$ cat config.mk
export PLATFORM = sky130hd
export DESIGN_NAME = mem_stage_lsu
export DESIGN_NICKNAME = d
export VERILOG_FILES = /design/src/rtl/riscv_pkg.sv /design/src/rtl/load_align.sv /design/src/rtl/mem_stage_lsu.sv
export SDC_FILE = /design/constraint.sdc
export NUM_CORES = 1
export LEC_CHECK = 0
export CAP_MARGIN = 25
export CORE_MARGIN = 2
export CORE_UTILIZATION = 25
export CTS_CLUSTER_SIZE = 25
export DETAILED_ROUTE_END_ITERATION = 8
export PLACE_DENSITY_LB_ADDON = 0.12
export SYNTH_ARGS = -nofsm -noshare
export SYNTH_HDL_FRONTEND = slang
export SYNTH_SLANG_ARGS = --single-unit
export TNS_END_PERCENT = 1
$ cat constraint.sdc
create_clock -name clk -period 3.9 [get_ports clk]
set_clock_uncertainty 0.1 [all_clocks]
set_input_delay 0.39 -clock clk [delete_from_list [all_inputs] [get_ports clk]]
set_output_delay 0.39 -clock clk [all_outputs]
set_load 0.03 [all_outputs]
$ cat src/rtl/riscv_pkg.sv
// Shared types and encodings for the memory stage: LSU states, funct3 access
// codes, result-source selects, and small helpers for access size/alignment.
package riscv_pkg;

    typedef enum logic [1:0] {
        LSU_IDLE = 2'd0,
        LSU_REQ  = 2'd1,
        LSU_RESP = 2'd2
    } lsu_state_t;

    localparam logic [2:0] F3_B  = 3'b000;
    localparam logic [2:0] F3_H  = 3'b001;
    localparam logic [2:0] F3_W  = 3'b010;
    localparam logic [2:0] F3_BU = 3'b100;
    localparam logic [2:0] F3_HU = 3'b101;

    localparam logic [1:0] RES_ALU  = 2'b00;
    localparam logic [1:0] RES_LOAD = 2'b01;
    localparam logic [1:0] RES_PC4  = 2'b10;

    localparam logic [1:0] SZ_BYTE = 2'd0;
    localparam logic [1:0] SZ_HALF = 2'd1;
    localparam logic [1:0] SZ_WORD = 2'd2;

    // Any funct3 that is not a byte or halfword form behaves as a word access.
    function automatic logic [1:0] accessSize(input logic [2:0] funct3);
        case (funct3)
            F3_B, F3_BU: accessSize = SZ_BYTE;
            F3_H, F3_HU: accessSize = SZ_HALF;
            default:     accessSize = SZ_WORD;
        endcase
    endfunction

    // Bytes are always aligned; halfwords need an even address; words need
    // both low address bits clear.
    function automatic logic isMisaligned(input logic [1:0] size, input logic [1:0] offset);
        case (size)
            SZ_BYTE: isMisaligned = 1'b0;
            SZ_HALF: isMisaligned = offset[0];
            default: isMisaligned = |offset;
        endcase
    endfunction

endpackage

$ cat src/rtl/load_align.sv
// Load data alignment: picks the addressed byte/halfword out of the bus word
// and sign- or zero-extends it according to the load's funct3.
module load_align
    import riscv_pkg::*;
(
    input  logic [31:0] rawData,
    input  logic [1:0]  byteOff,
    input  logic [2:0]  funct3,
    output logic [31:0] readData
);

    logic [31:0] shifted;

    // Shift the addressed lane down to bit 0, then extend by access type.
    always_comb begin
        shifted = rawData >> {byteOff, 3'b000};
        case (funct3)
            F3_B:    readData = {{24{shifted[7]}}, shifted[7:0]};
            F3_BU:   readData = {24'b0, shifted[7:0]};
            F3_H:    readData = {{16{shifted[15]}}, shifted[15:0]};
            F3_HU:   readData = {16'b0, shifted[15:0]};
            default: readData = rawData;
        endcase
    end

endmodule

$ cat src/rtl/mem_stage_lsu.sv
// Memory stage load/store unit: runs one data-bus transaction per EX/MEM
// entry over a req/grant/rvalid bus, stalls the pipeline during wait states,
// and owns the MEM/WB pipeline register.
module mem_stage_lsu
    import riscv_pkg::*;
#(
    parameter int TIMEOUT = 16
) (
    input  logic        clk,
    input  logic        reset,
    input  logic [31:0] ALUResultM,
    input  logic [31:0] WriteDataM,
    input  logic [31:0] PCPlus4M,
    input  logic [4:0]  RdM,
    input  logic        RegWriteM,
    input  logic        MemWriteM,
    input  logic [1:0]  ResultSrcM,
    input  logic [2:0]  Funct3M,
    output logic        DReq,
    output logic        DWe,
    output logic [31:0] DAddr,
    output logic [3:0]  DBe,
    output logic [31:0] DWData,
    input  logic        DGnt,
    input  logic        DRValid,
    input  logic [31:0] DRData,
    output logic        StallM,
    output logic [31:0] ALUResultW,
    output logic [31:0] ReadDataW,
    output logic [31:0] PCPlus4W,
    output logic [4:0]  RdW,
    output logic        RegWriteW,
    output logic [1:0]  ResultSrcW,
    output logic        MisalignW,
    output logic        BusErrW
);

    // The wait counter only ever needs to reach TIMEOUT-1; the abort fires on
    // the cycle that would be the TIMEOUT-th one spent in REQ/RESP.
    localparam int              CNT_W      = $clog2(TIMEOUT + 2);
    localparam logic [CNT_W-1:0] LAST_WAIT = CNT_W'((TIMEOUT > 0) ? (TIMEOUT - 1) : 0);
    localparam logic            TIMEOUT_EN = (TIMEOUT != 0);

    lsu_state_t       state;
    lsu_state_t       stateNext;
    logic [CNT_W-1:0] waitCnt;

    logic [1:0]  accSize;
    logic        isStore;
    logic        isLoad;
    logic        isAccess;
    logic        misaligned;
    logic        goodAccess;
    logic        timeoutHit;
    logic        reqRaw;
    logic        stallRaw;
    logic        complete;
    logic        timedOut;
    logic        clearCnt;
    logic        incCnt;
    logic [31:0] alignedData;

    assign isStore    = MemWriteM;
    assign isLoad     = ~MemWriteM & (ResultSrcM == RES_LOAD);
    assign isAccess   = isStore | isLoad;
    assign accSize    = accessSize(Funct3M);
    assign misaligned = isAccess & isMisaligned(accSize, ALUResultM[1:0]);
    assign goodAccess = isAccess & ~misaligned;
    assign timeoutHit = TIMEOUT_EN & (waitCnt == LAST_WAIT);

    // Bus request and stall are forced low while reset is held so the
    // pipeline and bus see a quiet unit regardless of the EX/MEM contents.
    assign DReq   = reqRaw & reset;
    assign StallM = stallRaw & reset;
    assign DWe    = DReq & MemWriteM;
    assign DAddr  = {ALUResultM[31:2], 2'b00};

    load_align u_load_align (
        .rawData (DRData),
        .byteOff (ALUResultM[1:0]),
        .funct3  (Funct3M),
        .readData(alignedData)
    );

    // Byte enables follow the access size and offset; store data is
    // replicated across all lanes so the memory can pick any of them.
    always_comb begin
        DBe    = 4'b1111;
        DWData = WriteDataM;
        case (accSize)
            SZ_BYTE: begin
                DBe    = 4'b0001 << ALUResultM[1:0];
                DWData = {4{WriteDataM[7:0]}};
            end
            SZ_HALF: begin
                DBe    = 4'b0011 << ALUResultM[1:0];
                DWData = {2{WriteDataM[15:0]}};
            end
            default: begin
                DBe    = 4'b1111;
                DWData = WriteDataM;
            end
        endcase
    end

    // FSM state register.
    always_ff @(posedge clk or negedge reset) begin
        if (!reset) begin
            state <= LSU_IDLE;
        end else begin
            state <= stateNext;
        end
    end

    // Next state, bus request, stall, and MEM/WB capture decisions.
    always_comb begin
        stateNext = state;
        reqRaw    = 1'b0;
        stallRaw  = 1'b0;
        complete  = 1'b0;
        timedOut  = 1'b0;
        clearCnt  = 1'b0;
        incCnt    = 1'b0;
        case (state)
            LSU_IDLE: begin
                if (goodAccess) begin
                    reqRaw = 1'b1;
                    if (DGnt) begin
                        if (isStore) begin
                            complete = 1'b1;
                        end else begin
                            stateNext = LSU_RESP;
                            stallRaw  = 1'b1;
                            clearCnt  = 1'b1;
                        end
                    end else begin
                        stateNext = LSU_REQ;
                        stallRaw  = 1'b1;
                        clearCnt  = 1'b1;
                    end
                end else begin
                    complete = 1'b1;
                end
            end
            LSU_REQ: begin
                reqRaw = 1'b1;
                if (DGnt) begin
                    if (isStore) begin
                        complete  = 1'b1;
                        stateNext = LSU_IDLE;
                    end else begin
                        stateNext = LSU_RESP;
                        stallRaw  = 1'b1;
                        clearCnt  = 1'b1;
                    end
                end else if (timeoutHit) begin
                    timedOut  = 1'b1;
                    stateNext = LSU_IDLE;
                end else begin
                    stallRaw = 1'b1;
                    incCnt   = 1'b1;
                end
            end
            LSU_RESP: begin
                if (DRValid) begin
                    complete  = 1'b1;
                    stateNext = LSU_IDLE;
                end else if (timeoutHit) begin
                    timedOut  = 1'b1;
                    stateNext = LSU_IDLE;
                end else begin
                    stallRaw = 1'b1;
                    incCnt   = 1'b1;
                end
            end
            default: begin
                stateNext = LSU_IDLE;
            end
        endcase
    end

    // Wait counter: restarts on every entry to REQ/RESP, counts stalled cycles.
    always_ff @(posedge clk or negedge reset) begin
        if (!reset) begin
            waitCnt <= '0;
        end else if (clearCnt) begin
            waitCnt <= '0;
        end else if (incCnt) begin
            waitCnt <= waitCnt + 1'b1;
        end
    end

    // MEM/WB register: real instruction on completion, otherwise a bubble
    // that carries only the bus-error flag when the access was abandoned.
    always_ff @(posedge clk or negedge reset) begin
        if (!reset) begin
            ALUResultW <= '0;
            ReadDataW  <= '0;
            PCPlus4W   <= '0;
            RdW        <= '0;
            RegWriteW  <= 1'b0;
            ResultSrcW <= '0;
            MisalignW  <= 1'b0;
            BusErrW    <= 1'b0;
        end else if (complete) begin
            ALUResultW <= ALUResultM;
            ReadDataW  <= (isLoad & ~misaligned) ? alignedData : 32'b0;
            PCPlus4W   <= PCPlus4M;
            RdW        <= RdM;
            RegWriteW  <= RegWriteM & ~misaligned;
            ResultSrcW <= ResultSrcM;
            MisalignW  <= misaligned;
            BusErrW    <= 1'b0;
        end else begin
            ALUResultW <= '0;
            ReadDataW  <= '0;
            PCPlus4W   <= '0;
            RdW        <= '0;
            RegWriteW  <= 1'b0;
            ResultSrcW <= '0;
            MisalignW  <= 1'b0;
            BusErrW    <= timedOut;
        end
    end

endmodule

==> results.tsv <==
metric	value	unit
run status	complete, no violations	
Hold Startpoint	Funct3M[1]	
filler cell count in the final layout	1962	
slack of the worst reg-to-reg path	1.56	ns
combined buffer and inverter count along the critical path	3	
post-CTS sizing	0	
H-tree levels	4	
vias in the first global route	4749	
setup repair after global routing missed its margin	no	
Final WS setup	0.7833	ns
Worst Max-Slew Pin Slew	0.9249	ns
internal power	3.475	mW
most frequent CP cell	clkdlybuf4s50_1	
worst setup path category	in2out	
storage element area	2828	um2
tightest hold margin	0.3881	ns
highest fanout seen on the critical path	10	
Cells after DPL	1020	
share of Yosys cell area claimed by the top area cell type	0.5287	
row count	53	
Syn Inst Count	487	
Flop pwr share	0.292	
average wire length per cell after detail routing	16.75	um
clock slew at the register clock pins of the worst setup and hold paths	0.05	ns
Nets	917	
per-cell via count in the routed design	4.359	
width of the chip	150.3	um
I/O pin cnt	321	
switch share	0.3670	
detailed-routing iteration count for the pre-antenna-repair pass	4	
total net switching power	2.015	mW
largest net degree at the start of global routing	75	
terminus of the critical flop-to-flop path	MisalignW	
top cells by area in the synthesized netlist	dfrtp_1 (53%), and2_1 (8.4%), buf_4 (5.8%), mux2_2 (3.4%), mux2i_1 (3.2%)	
area enclosed by the die boundary	22580	um2
via total after detailed routing	4594	
number of antenna cells inserted	0	
max-slew violation count	0	
Largest delay share family, worst path	buffers and inverters	
# setup viols final	0	
maxcap violations	0	
sequential fraction of the synthesis area	0.5287	
worst hold path class	in2reg	
CTS Buf Count	17	
IR Drop Worst-Case VDD	0.0002541	V
half-perimeter wire length of the detailed placement result	13720	um
CP Capture Type	output pin	
worst relative slew slack	0.3814	
Critical Path AT	2.63	ns
die height	150.3	um
weighted congestion at the end of routability-driven global placement	0.8320	
critical-path cell list	clkdlybuf4s50_1 > buf_4 > nand2b_1 > o211ai_1 > clkdlybuf4s50_1	
area taken by multi-input logic gates	2029	um2
CTS Buffer Depth	2	
number of cell instances on the worst register-to-register path	7	
core area	21020	um2
portion of total power attributed to the clock network	0.274	
proportion of power drawn by combinational gates	0.434	
total congestion overflow after global routing	0	
CTS sink count	113	
buffer type at the clock tree root	clkbuf_16	
starting density of the core	0.2544	
all-layer global routing usage	0.1555	
Total Wirelength	17650	um
Yosys cell types	51	
critical path launch point type	primary input	
insertion delay to the later sink of the worst-skew pair	0.40	ns
Worst path max stage delay	0.72	ns
sum of negative setup slack	0	ns
final hold violations	0	
layout overhead on the synthesized area	71.18	%
cell area after synthesis	5349	um2
non-filler cells, final	1054	
reg-to-reg startpoint	state[1]	
hold-critical path depth	3	
LEAKAGE	3.857	nW
Iter 0 DRT Violations	190	
count of port buffers added during placement	318	
antenna-violating nets left	0	
antenna violations before repair	0	
wire length of the first global-routing pass	26500	um
FMAX	0.3209	GHz
end of the worst hold path	ReadDataW[7]	
PD cells	599.5	nW/um2
Mean Syn Cell Area	10.98	um2
post-layout min period	3.117	ns
ratio of cells with drive above 1 in the final layout	0.1065	
final cycle utilization of the critical path	0.7992	
Yosys reg bits	113	
clock tree from TritonCTS	done	
drt drc	0	
critical path's slowest cell	clkdlybuf4s50_1	
dpl ws	0.8167	ns
number of synthesis warnings	0	
WP data required	3.41	ns
library cell with the largest summed area after synthesis	dfrtp_1	
[final cells by class]
cell class                      count  share of cell area
Clock buffer                       19             0.04837
Clock inverter                     13             0.01503
Inverter                           19            0.007789
Multi-Input combinational cell    286              0.2216
Sequential cell                   113              0.3088
Tap cell                          275             0.03758
Timing Repair Buffer              329              0.3608
[worst min-delay path, delay by kind of cell]
kind                   cells  cell delay, ns
AND/OR/NAND/NOR            1            0.12
buffers and inverters      1            0.27
AO/OA/AOI/OAI              1            0.06
[per-layer routing]
| layer | global-route usage | routed length, um | up-vias |
|---|---|---|---|
| met5 | 0 | 0 | - |
| met4 | 0.05708 | 367 | 0 |
| met3 | 0.04879 | 1427 | 23 |
| met2 | 0.2759 | 9046 | 239 |
| met1 | 0.1745 | 6808 | 2172 |
| li1 | - | - | 2160 |
[cell usage in the layout, fill, tap and decap left out, types with 2 or more instances in the layout]
| cell type | synthesis | final |
|---|---|---|
| a211oi_2 | 2 | 2 |
| a21boi_0 | 3 | 3 |
| a2bb2oi_1 | 4 | 4 |
| o21ai_0 | 15 | 15 |
| nor3_2 | 9 | 9 |
| inv_1 | 17 | 17 |
| clkinv_4 | 0 | 3 |
| conb_1 | 1 | 2 |
| bufinv_16 | 0 | 2 |
| mux2i_1 | 17 | 17 |
| clkdlybuf4s50_1 | 0 | 313 |
| nand3_1 | 3 | 3 |
| o32ai_1 | 2 | 2 |
| o22ai_1 | 4 | 4 |
| nand2_1 | 26 | 26 |
| clkbuf_16 | 0 | 17 |
| clkinvlp_4 | 0 | 3 |
| nor2b_1 | 2 | 2 |
| o31ai_1 | 2 | 2 |
| ha_1 | 7 | 7 |
| buf_4 | 41 | 10 |
| o221ai_1 | 9 | 9 |
| a211oi_1 | 18 | 18 |
| dfrtp_1 | 113 | 113 |
| nor2_1 | 37 | 37 |
| buf_12 | 0 | 4 |
| and2_1 | 72 | 72 |
| nand2b_1 | 4 | 4 |
| mux2_2 | 16 | 16 |
| xnor2_1 | 3 | 3 |
| nor3_1 | 7 | 7 |
| a21oi_1 | 3 | 2 |
| clkinv_2 | 0 | 4 |
[worst max-delay path by stage]
stage | from | to | slack, ns | cells after the start
final | ALUResultM[1] | DBe[2] | 0.78 | 5
after global routing | ALUResultM[1] | DBe[2] | 0.66 | 5
after CTS | ALUResultM[1] | DBe[2] | 0.80 | 5
after detailed placement | ALUResultM[1] | DBe[2] | 0.82 | 5
after global placement | ALUResultM[1] | DBe[2] | 0.83 | 5
after floorplan | ALUResultM[0] | DWe | 1.21 | 5
[repair_timing]
| item | CTS | global route |
|---|---|---|
| hold buffers | 1 | 0 |
| endpoints found under the hold margin | 27 | 0 |
| setup buffers | 0 | 0 |
[cell families after synthesis]
kind of cell,share of synthesized area
buf+inv,0.09801
simple gates,0.1726
other cells,0.0007011
mux,0.06807
fa+ha+maj,0.01637
flops,0.5287
xor+xnor,0.004913
compound gates,0.1106
[flip-flops by register name, indices dropped and copies added (netlist names)]
register and flops:
ALUResultW 32, PCPlus4W 32, ReadDataW 32, RdW 5, waitCnt 5, ResultSrcW 2
state 2, BusErrW 1, MisalignW 1, RegWriteW 1
[power groups by stage]
stage | Clock (mW) | Combinational, mW | Sequential [mW]
after detailed placement | 0 | 2.41 | 1.63
after global placement | 0 | 2.40 | 1.62
after CTS | 1.55 | 2.42 | 1.61
after floorplan | 0 | 0.630 | 2.31
after global routing | 1.62 | 2.52 | 1.64
final | 1.51 | 2.38 | 1.60
[cell usage after synthesis, drive strengths merged]
master   count
nor2        37
o211ai       1
o32ai        2
a2bb2oi      4
o41ai        1
a32oi        1
nand4b       1
nor4         1
a211oi      21
dfrtp      113
clkbuf       7
mux2        16
xnor2        3
nand2       26
o311a        1
nor3        16
clkinv       1
a2111oi      1
nand2b       4
o22ai        4
o31ai        3
buf         63
nor4b        1
and3         1
o2111ai      1
conb         1
a21oi        4
a21boi       3
and2        72
o211a        1
o32a         1
a32o         1
nor3b        1
o221ai       9
ha           7
nand3        3
mux2i       18
o21ai       16
inv         18
nor2b        2
[through the flow]
step                      area [um2]  total power, mW    util
after floorplan                 5353            2.942       -
after global placement          8546            4.021  0.4065
after detailed placement        8546            4.040  0.4065
after CTS                       9136            5.581  0.4346
after global routing            9156            5.775  0.4356
final                           9156            5.489  0.4356
No activity file was read; power rests on OpenSTA's default activity.
